### src/rtl/cond_branch_pc_if.sv
`default_nettype none
// ============================================================================
//  Module   : cond_branch_pc_if
//  Brief    : Branch-op request bus and PC/return-stack status bus.
//  Revision : 1.0
// ============================================================================
interface cond_branch_pc_if;
    logic [7:0] Instruction;
    logic [7:0] Target;
    logic       CF;
    logic       ZF;
    logic       SF;
    logic       Branch_En;
    logic       Hold;
    logic [7:0] PC;
    logic       Taken;
    logic [2:0] Depth;
    logic       Overflow;
    logic       Underflow;

    modport master (
        output Instruction, Target, CF, ZF, SF, Branch_En, Hold,
        input  PC, Taken, Depth, Overflow, Underflow
    );

    modport slave (
        input  Instruction, Target, CF, ZF, SF, Branch_En, Hold,
        output PC, Taken, Depth, Overflow, Underflow
    );
endinterface
`default_nettype wire

### src/rtl/cond_branch_pc.sv
`default_nettype none
// ============================================================================
//  Module   : cond_branch_pc
//  Brief    : Program counter with conditional jump/call/return and 4-deep
//             return stack with sticky overflow/underflow flags.
//  Revision : 1.0
// ============================================================================
module cond_branch_pc #(
    parameter int UUID = 0,
    parameter     NAME = ""
) (
    input  wire             clk,
    input  wire             rst,
    cond_branch_pc_if.slave bus
);
    localparam logic [1:0] c_kind_jump = 2'b00;
    localparam logic [1:0] c_kind_call = 2'b01;
    localparam logic [1:0] c_kind_ret  = 2'b10;
    localparam logic [2:0] c_depth_max = 3'd4;

    // Identification parameters carry no logic; this block never elaborates.
    generate
        if (UUID < 0 || $bits(NAME) == 0) begin : g_param_guard
        end
    endgenerate

    logic [7:0] r_pc;
    logic       r_taken;
    logic [2:0] r_depth;
    logic       r_ovf;
    logic       r_unf;
    logic [7:0] r_stack [0:3];

    logic [7:0] w_pc_inc;
    logic [1:0] w_top_idx;
    logic       w_cond_raw;
    logic       w_cond;
    logic [1:0] w_kind;
    logic [7:0] w_pc_nxt;
    logic       w_taken_nxt;
    logic [2:0] w_depth_nxt;
    logic       w_ovf_nxt;
    logic       w_unf_nxt;
    logic       w_push;
    logic       w_unused;

    assign w_pc_inc  = r_pc + 8'd1;
    assign w_top_idx = r_depth[1:0] - 2'd1;
    assign w_kind    = bus.Instruction[5:4];
    assign w_unused  = &{1'b0, bus.Instruction[7:6]};

    always_comb begin
        w_cond_raw = 1'b0;
        case (bus.Instruction[2:0])
            3'd0:    w_cond_raw = 1'b1;
            3'd1:    w_cond_raw = bus.ZF;
            3'd2:    w_cond_raw = bus.CF;
            3'd3:    w_cond_raw = bus.SF;
            3'd4:    w_cond_raw = bus.CF | bus.ZF;
            3'd5:    w_cond_raw = bus.SF ^ bus.CF;
            3'd6:    w_cond_raw = bus.ZF | bus.SF;
            default: w_cond_raw = 1'b0;
        endcase
        w_cond = w_cond_raw ^ bus.Instruction[3];
    end

    // Failed or suppressed ops fall through to sequential PC increment.
    always_comb begin
        w_pc_nxt    = w_pc_inc;
        w_taken_nxt = 1'b0;
        w_depth_nxt = r_depth;
        w_ovf_nxt   = r_ovf;
        w_unf_nxt   = r_unf;
        w_push      = 1'b0;
        if (bus.Branch_En && w_cond) begin
            case (w_kind)
                c_kind_jump: begin
                    w_pc_nxt    = bus.Target;
                    w_taken_nxt = 1'b1;
                end
                c_kind_call: begin
                    if (r_depth == c_depth_max) begin
                        w_ovf_nxt = 1'b1;
                    end else begin
                        w_push      = 1'b1;
                        w_depth_nxt = r_depth + 3'd1;
                        w_pc_nxt    = bus.Target;
                        w_taken_nxt = 1'b1;
                    end
                end
                c_kind_ret: begin
                    if (r_depth == 3'd0) begin
                        w_unf_nxt = 1'b1;
                    end else begin
                        w_depth_nxt = r_depth - 3'd1;
                        w_pc_nxt    = r_stack[w_top_idx];
                        w_taken_nxt = 1'b1;
                    end
                end
                default: ;
            endcase
        end
    end

    always_ff @(posedge clk) begin
        if (rst) begin
            r_pc    <= 8'd0;
            r_taken <= 1'b0;
            r_depth <= 3'd0;
            r_ovf   <= 1'b0;
            r_unf   <= 1'b0;
        end else if (bus.Hold) begin
            r_taken <= 1'b0;
        end else begin
            r_pc    <= w_pc_nxt;
            r_taken <= w_taken_nxt;
            r_depth <= w_depth_nxt;
            r_ovf   <= w_ovf_nxt;
            r_unf   <= w_unf_nxt;
        end
    end

    // Stack storage is not reset; Depth alone defines which entries are live.
    always_ff @(posedge clk) begin
        if (!rst && !bus.Hold && w_push) begin
            r_stack[r_depth[1:0]] <= w_pc_inc;
        end
    end

    assign bus.PC        = r_pc;
    assign bus.Taken     = r_taken;
    assign bus.Depth     = r_depth;
    assign bus.Overflow  = r_ovf;
    assign bus.Underflow = r_unf;
endmodule
`default_nettype wire

### src/flat_wrapper.sv
// flat-port wrapper written by rule: the top's interface ports become plain ports
module cond_branch_pc_flat 
#(
    parameter int UUID = 0,
    parameter     NAME = ""
)
  (clk, rst, bus_Instruction, bus_Target, bus_CF, bus_ZF, bus_SF, bus_Branch_En, bus_Hold, bus_PC, bus_Taken, bus_Depth, bus_Overflow, bus_Underflow);
  cond_branch_pc_if bus_i ();
  input  wire clk;
  input  wire rst;
  input wire logic [$bits(bus_i.Instruction)-1:0] bus_Instruction;
  input wire logic [$bits(bus_i.Target)-1:0] bus_Target;
  input wire logic [$bits(bus_i.CF)-1:0] bus_CF;
  input wire logic [$bits(bus_i.ZF)-1:0] bus_ZF;
  input wire logic [$bits(bus_i.SF)-1:0] bus_SF;
  input wire logic [$bits(bus_i.Branch_En)-1:0] bus_Branch_En;
  input wire logic [$bits(bus_i.Hold)-1:0] bus_Hold;
  output wire logic [$bits(bus_i.PC)-1:0] bus_PC;
  output wire logic [$bits(bus_i.Taken)-1:0] bus_Taken;
  output wire logic [$bits(bus_i.Depth)-1:0] bus_Depth;
  output wire logic [$bits(bus_i.Overflow)-1:0] bus_Overflow;
  output wire logic [$bits(bus_i.Underflow)-1:0] bus_Underflow;
  assign bus_i.Instruction = bus_Instruction;
  assign bus_i.Target = bus_Target;
  assign bus_i.CF = bus_CF;
  assign bus_i.ZF = bus_ZF;
  assign bus_i.SF = bus_SF;
  assign bus_i.Branch_En = bus_Branch_En;
  assign bus_i.Hold = bus_Hold;
  assign bus_PC = bus_i.PC;
  assign bus_Taken = bus_i.Taken;
  assign bus_Depth = bus_i.Depth;
  assign bus_Overflow = bus_i.Overflow;
  assign bus_Underflow = bus_i.Underflow;
  cond_branch_pc #(.UUID(UUID), .NAME(NAME)) u_core (.clk(clk), .rst(rst), .bus(bus_i));
endmodule
### config.mk
export PLATFORM = sky130hd
export DESIGN_NAME = cond_branch_pc_flat
export DESIGN_NICKNAME = d
export VERILOG_FILES = /design/src/rtl/cond_branch_pc_if.sv /design/src/rtl/cond_branch_pc.sv /design/src/flat_wrapper.sv
export SDC_FILE = /design/constraint.sdc
export NUM_CORES = 1
export LEC_CHECK = 0
export CAP_MARGIN = 20
export CORE_UTILIZATION = 59
export CTS_BUF_LIST = sky130_fd_sc_hd__clkbuf_4
export DETAILED_ROUTE_END_ITERATION = 7
export PLACE_DENSITY = 0.95
export SYNTH_ARGS = -nofsm -noshare
export SYNTH_HDL_FRONTEND = slang
export SYNTH_SLANG_ARGS = --single-unit
### constraint.sdc
create_clock -name clk -period 5.8 [get_ports clk]
set_clock_uncertainty 0.1 [all_clocks]
set_input_delay 0.58 -clock clk [delete_from_list [all_inputs] [get_ports clk]]
set_output_delay 0.58 -clock clk [all_outputs]
set_load 0.01 [all_outputs]
Yosys cells after proc, flatten, opt, wreduce, memory -nomap -nowiden
Memory sizes are Yosys's and may differ from the RTL's.
Cells that the tools add are included.
Cells by class
  add/sub/neg operators: 4
  multiply operators: 0
  divide/modulo/power cells: 0
  order comparisons: 0
  eq/ne operators: 11
  shift-type cells: 0
  mux-type cells: 15
  bitwise operators: 6
  reduce and logical (&&, ||, !) cells: 13
Operator list (count)
  $mux 8: 3
  $pmux 8 s3: 1
  $eq 3x3->1 const B: 4
  $add 8x1->8 const B: 1
  $reduce_and 4->1: 2
  $pmux 1 s7: 1
  $eq 3x2->1 const B: 2
  $logic_not 3->1: 2
  $mux 1: 6
  $mux 3: 2
  $pmux 3 s2: 1
  $reduce_and 5->1: 1
  $ne 2x2->1 const B: 2
  $add 3x1->3 const B: 1
  $eq 3x1->1 const B: 1
  $logic_and 1x1->1: 3
  $pmux 1 s3: 1
  $reduce_or 3->1: 1
  $sub 3x1->3 const B: 1
  $eq 2x1->1 const B: 1
  $eq 2x2->1 const B: 1
  $logic_not 1->1: 2
  $logic_not 2->1: 1
  $not 1->1: 2
  4 further kinds: 6
Storage, ports and cells
  bits in registers: 14
  bits in latches: 0
  RAM bits: 32
  memory bits (read-only): 0
  output and inout port bits: 14
  word-level logic and storage cells: 55
  memories: 1
Memories
  u_core.r_stack: depth 4, bits a word 8, read ports 1, clocked after memory_dff 0, write ports 1, RTL line cond_branch_pc.sv:32  | logic [7:0] r_stack [0:3];

Longest topological paths before layout
  depth in word-level cells: 8
  gate-level depth with buffers: 9

Worst setup path before layout
OpenSTA, ideal clock, no wires.
  path kind: input to register
  start: input bus_Instruction[0]
  end: memory u_core.r_stack[0][0] (enable)
  setup time: 0.332 ns
  arrival time: 2.288 ns
  required time: 5.368 ns
  slack: 3.080 ns
  stages: 6
  cell sequence: or4b_1 > a31oi_1 > a221oi_4 > xor2_1 > and4_1 > and3_1
Between the ends
  longest elaborated chain between the ends: 8
  elaborated cells on any way between the ends: 14
  classes of those cells: 6 x eq/ne; 4 x mux; 1 x bitwise; 3 x reduce/logical
RTL lines
  from (decl): RTL line flat_wrapper.sv:11  | input wire logic [$bits(bus_i.Instruction)-1:0] bus_Instruction;
  $eq 3x3->1 (tied with other cells): RTL line cond_branch_pc.sv:54  | case (bus.Instruction[2:0])
  $pmux 1 s7 *: RTL line cond_branch_pc.sv:54
  $xor 1x1->1 *: RTL line cond_branch_pc.sv:64  | w_cond = w_cond_raw ^ bus.Instruction[3];
  $logic_and 1x1->1 *: RTL line cond_branch_pc.sv:75  | if (bus.Branch_En && w_cond) begin
  $mux 1 *: RTL line cond_branch_pc.sv:75
  $logic_and 1x1->1 *: RTL line cond_branch_pc.sv:125  | if (!rst && !bus.Hold && w_push) begin
  $mux 1 *: RTL line cond_branch_pc.sv:125
  $mux 1 (not written as such) *: RTL line cond_branch_pc.sv:126  | r_stack[r_depth[1:0]] <= w_pc_inc;
  to (decl): RTL line cond_branch_pc.sv:32
Every way passes the cells marked *; elsewhere a longest branch is shown, timed or not.

Final worst setup path
  start: input bus_Instruction[0]
  end: memory u_core.r_stack[0][4] (enable)
Same word-level chain as after synthesis.

==> flow_summary.json <==
{
  "post_drt_wl_per_cell_microns": 21.1,
  "startpoint_of_the_worst_slack_reg_to_reg_timing_path": "u_core.bus.Depth[0]",
  "start_util_pct": 62.3,
  "largest_net_degree_at_the_start_of_global_routing": 18,
  "routed_via_density": 6.56,
  "min_period_ps": 3410,
  "cp.arrival_ps": 3330,
  "timing.setup.tns_ps": 0,
  "yosys.area.top_type_share_pct": 41.8,
  "hold_viol_final": 0,
  "r2r_end": "u_core.bus.PC[2]",
  "max_cap_violations": 0,
  "final_common_cell": "sky130_fd_sc_hd__clkdlybuf4s50_1",
  "grt_pass1_wl_microns": 8640,
  "post_syn_instances": 168,
  "first_iter_violations": 112,
  "cp.required_ps": 5720,
  "count_of_cell_types_in_the_netlist": 45,
  "post_dp_cell_area_sq_um": 2670,
  "postSynthNetCount": 201,
  "worstSetupEndpointType": "flip-flop",
  "antenna_violations_before_repair": 0,
  "antennaDiodeCount": 0,
  "power_density_nw_per_um2": 243,
  "timing.hold.worst.class": "flip-flop to flip-flop",
  "run_status": "finished clean",
  "cts_num_sinks": 46,
  "cts_resized": 0,
  "critical_path_peak_fanout": 8,
  "worst-slew-pin-transition_ps": 699,
  "comb_power_share_pct": 15.7,
  "gr-usage-all-layers_pct": 28.3,
  "globalplace.congestion": 0.849,
  "r2r_cells": 7,
  "hp-start": "u_core.bus.Overflow",
  "die_w_microns": 64.4,
  "cts_buffers": 5,
  "final_min_period_over_clock_period_pct": 58.9,
  "synthesis.area_sq_um": 2300,
  "synth_area_leaders": "sky130_fd_sc_hd__edfxtp_1 42%, sky130_fd_sc_hd__dfxtp_1 12%, sky130_fd_sc_hd__mux4_2 7.8%",
  "postRouteAntennaNets": 0,
  "start_kind": "input port",
  "ys_async_sr_fraction_pct": 0,
  "area_of_the_die_sq_um": 4150,
  "timing.reg2reg.setup_slack_ps": 2730,
  "finish.net_count": 236,
  "final.hold.worst_slack_ps": 397,
  "floorplan.core_area_sq_um": 3690,
  "cts_buffer_depth": 2,
  "path_class": "input port to flip-flop",
  "layout-drive-gt1-share_pct": 11.3,
  "post_cts_hold_buffer_count": 0,
  "fmaxAchievable_ghz": 0.293,
  "wirelength_microns": 5310,
  "worstHoldPathCells": 1,
  "power.static_leakage_nw": 1.05,
  "ios": 37,
  "vdd.ir_drop.worst_mv": 0.222,
  "clkLatencyLatePin_ps": 350,
  "postSynth.topFlopCell": "sky130_fd_sc_hd__edfxtp_1",
  "drc": 0,
  "cts.reportedPaths.clkPinSlew_ps": 140,
  "dp_slack_ps": 2070,
  "synth_area_per_cell_sq_um": 13.7,
  "proportion_of_synthesized_chip_area_in_sequential_cells_pct": 54.0,
  "pwr-share-seq_pct": 55.0,
  "yosys_register_bits": 46,
  "power_frac_clock_pct": 29.4,
  "placementRows": 22,
  "yosys_warnings": 0,
  "htreeDepth": 2,
  "die_y_microns": 64.4,
  "final-setup-viol-count": 0,
  "globalRouteOverflowTotal": 0,
  "dp.final_hpwl_microns": 3950,
  "most-common-layout-cells": "34 x sky130_fd_sc_hd__clkdlybuf4s50_1, 32 x sky130_fd_sc_hd__edfxtp_1, 15 x sky130_fd_sc_hd__inv_1",
  "first_global_vias": 1791,
  "number_of_flops_mapped_to_enable_cells_by_yosys": 32,
  "tritoncts": "yes",
  "worst_slack_ps": 2390,
  "final_cell_area_sq_um": 2760,
  "dr_total_vias": 1653,
  "grt_setup_unrepaired": "false",
  "hold-path-endpoint": "u_core.bus.Overflow",
  "clockRootBuffer": "sky130_fd_sc_hd__clkbuf_4",
  "power_switching_mw": 0.170,
  "netlist.top_cell.by_area": "sky130_fd_sc_hd__edfxtp_1",
  "switching_share_pct": 25.3,
  "place.port_buffers": 34,
  "post-cts-setup-buffers": 0,
  "drt_pre_antenna_iters": 4,
  "relSlewSlack_pct": 52.1,
  "cell_internal_pwr_mw": 0.501,
  "areaGrowthSynthToFinish_pct": 19.9,
  "timing.final.max_slew_violations": 0
}
## through the flow
step | util (%) | std cells | total power [mW]
6_report | 74.7 | 252 | 0.670
5_1_grt | 74.7 | 252 | 0.690
3_5_place_dp | 72.5 | 244 | 0.478
3_3_place_gp | 72.5 | 244 | 0.470
4_1_cts | 74.7 | 252 | 0.667
2_1_floorplan | - | 168 | 0.432
## synth_stat cells, drive strengths merged (2+ instances only)
cell and n:
edfxtp 32, and3 7, nand3b 2, nand4 2, a22o 2, ha 9, nor2 2, mux4 8
o31ai 2, inv 15, buf 5, dfxtp 14, o221ai 7, o211a 7, nand2 3, nand3 4
xnor2 3, xor2 6, nand2b 2, nor3b 2, mux2 2, a32oi 8, a21oi 4
## cell families after synthesis
group,share of synthesized area (%)
and+or+nand+nor,8.93
DFF,54.0
xor gates and xnor gates,3.43
adders and majority gates,5.77
AOI/OAI and AO/OA,14.8
muxes,9.42
buffers and inverters,3.70
## power by group through the flow
stage	Combinational, mW	Clock, mW	Sequential, mW
3_5_place_dp	0.102	0	0.376
2_1_floorplan	0.0567	0	0.375
5_1_grt	0.112	0.208	0.369
4_1_cts	0.103	0.196	0.368
6_report	0.105	0.197	0.368
3_3_place_gp	0.0952	0	0.375
## critical path, stage by stage
cell and delay, ps:
sky130_fd_sc_hd__clkdlybuf4s50_1 500, sky130_fd_sc_hd__or4b_1 570, sky130_fd_sc_hd__a31oi_1 300, sky130_fd_sc_hd__a221oi_4 100
sky130_fd_sc_hd__xor2_1 380, sky130_fd_sc_hd__and4_1 400, sky130_fd_sc_hd__and3_1 500
## flip-flops by register name, indices dropped and copies added (netlist names)
register / count
u_core.r_stack: 32
u_core.bus.PC: 8
u_core.bus.Depth: 3
u_core.bus.Overflow: 1
u_core.bus.Taken: 1
u_core.bus.Underflow: 1
## area by class of cell
type	instances	area [sq um]
fill	248	933
multi-input combinational	100	972
clock buffer	5	37.5
timing repair buffer	34	340
inverter	16	60.1
tap	48	60.1
clock inverter	3	43.8
sequential	46	1240
## how the worst max path moves through the flow
stage | from | endpoint | slack (ps)
final | bus_Instruction[0] | u_core.r_stack[0][4] | 2390
after global routing | bus_Instruction[0] | u_core.r_stack[0][7] | 2270
after CTS | bus_Instruction[0] | u_core.r_stack[0][4] | 2400
after detailed placement | bus_Instruction[0] | u_core.r_stack[0][5] | 2070
after global placement | bus_Instruction[0] | u_core.r_stack[0][5] | 2250
after floorplan | bus_Instruction[0] | u_core.r_stack[0][0] | 3080
## per-layer routing
metal  share of wire (%)  track usage (%)
met1                  40             34.2
met3                 4.4             4.05
met2                  52             48.6
met5                   0                0
met4                 3.6             16.1
(Power assumes the default switching activity.)
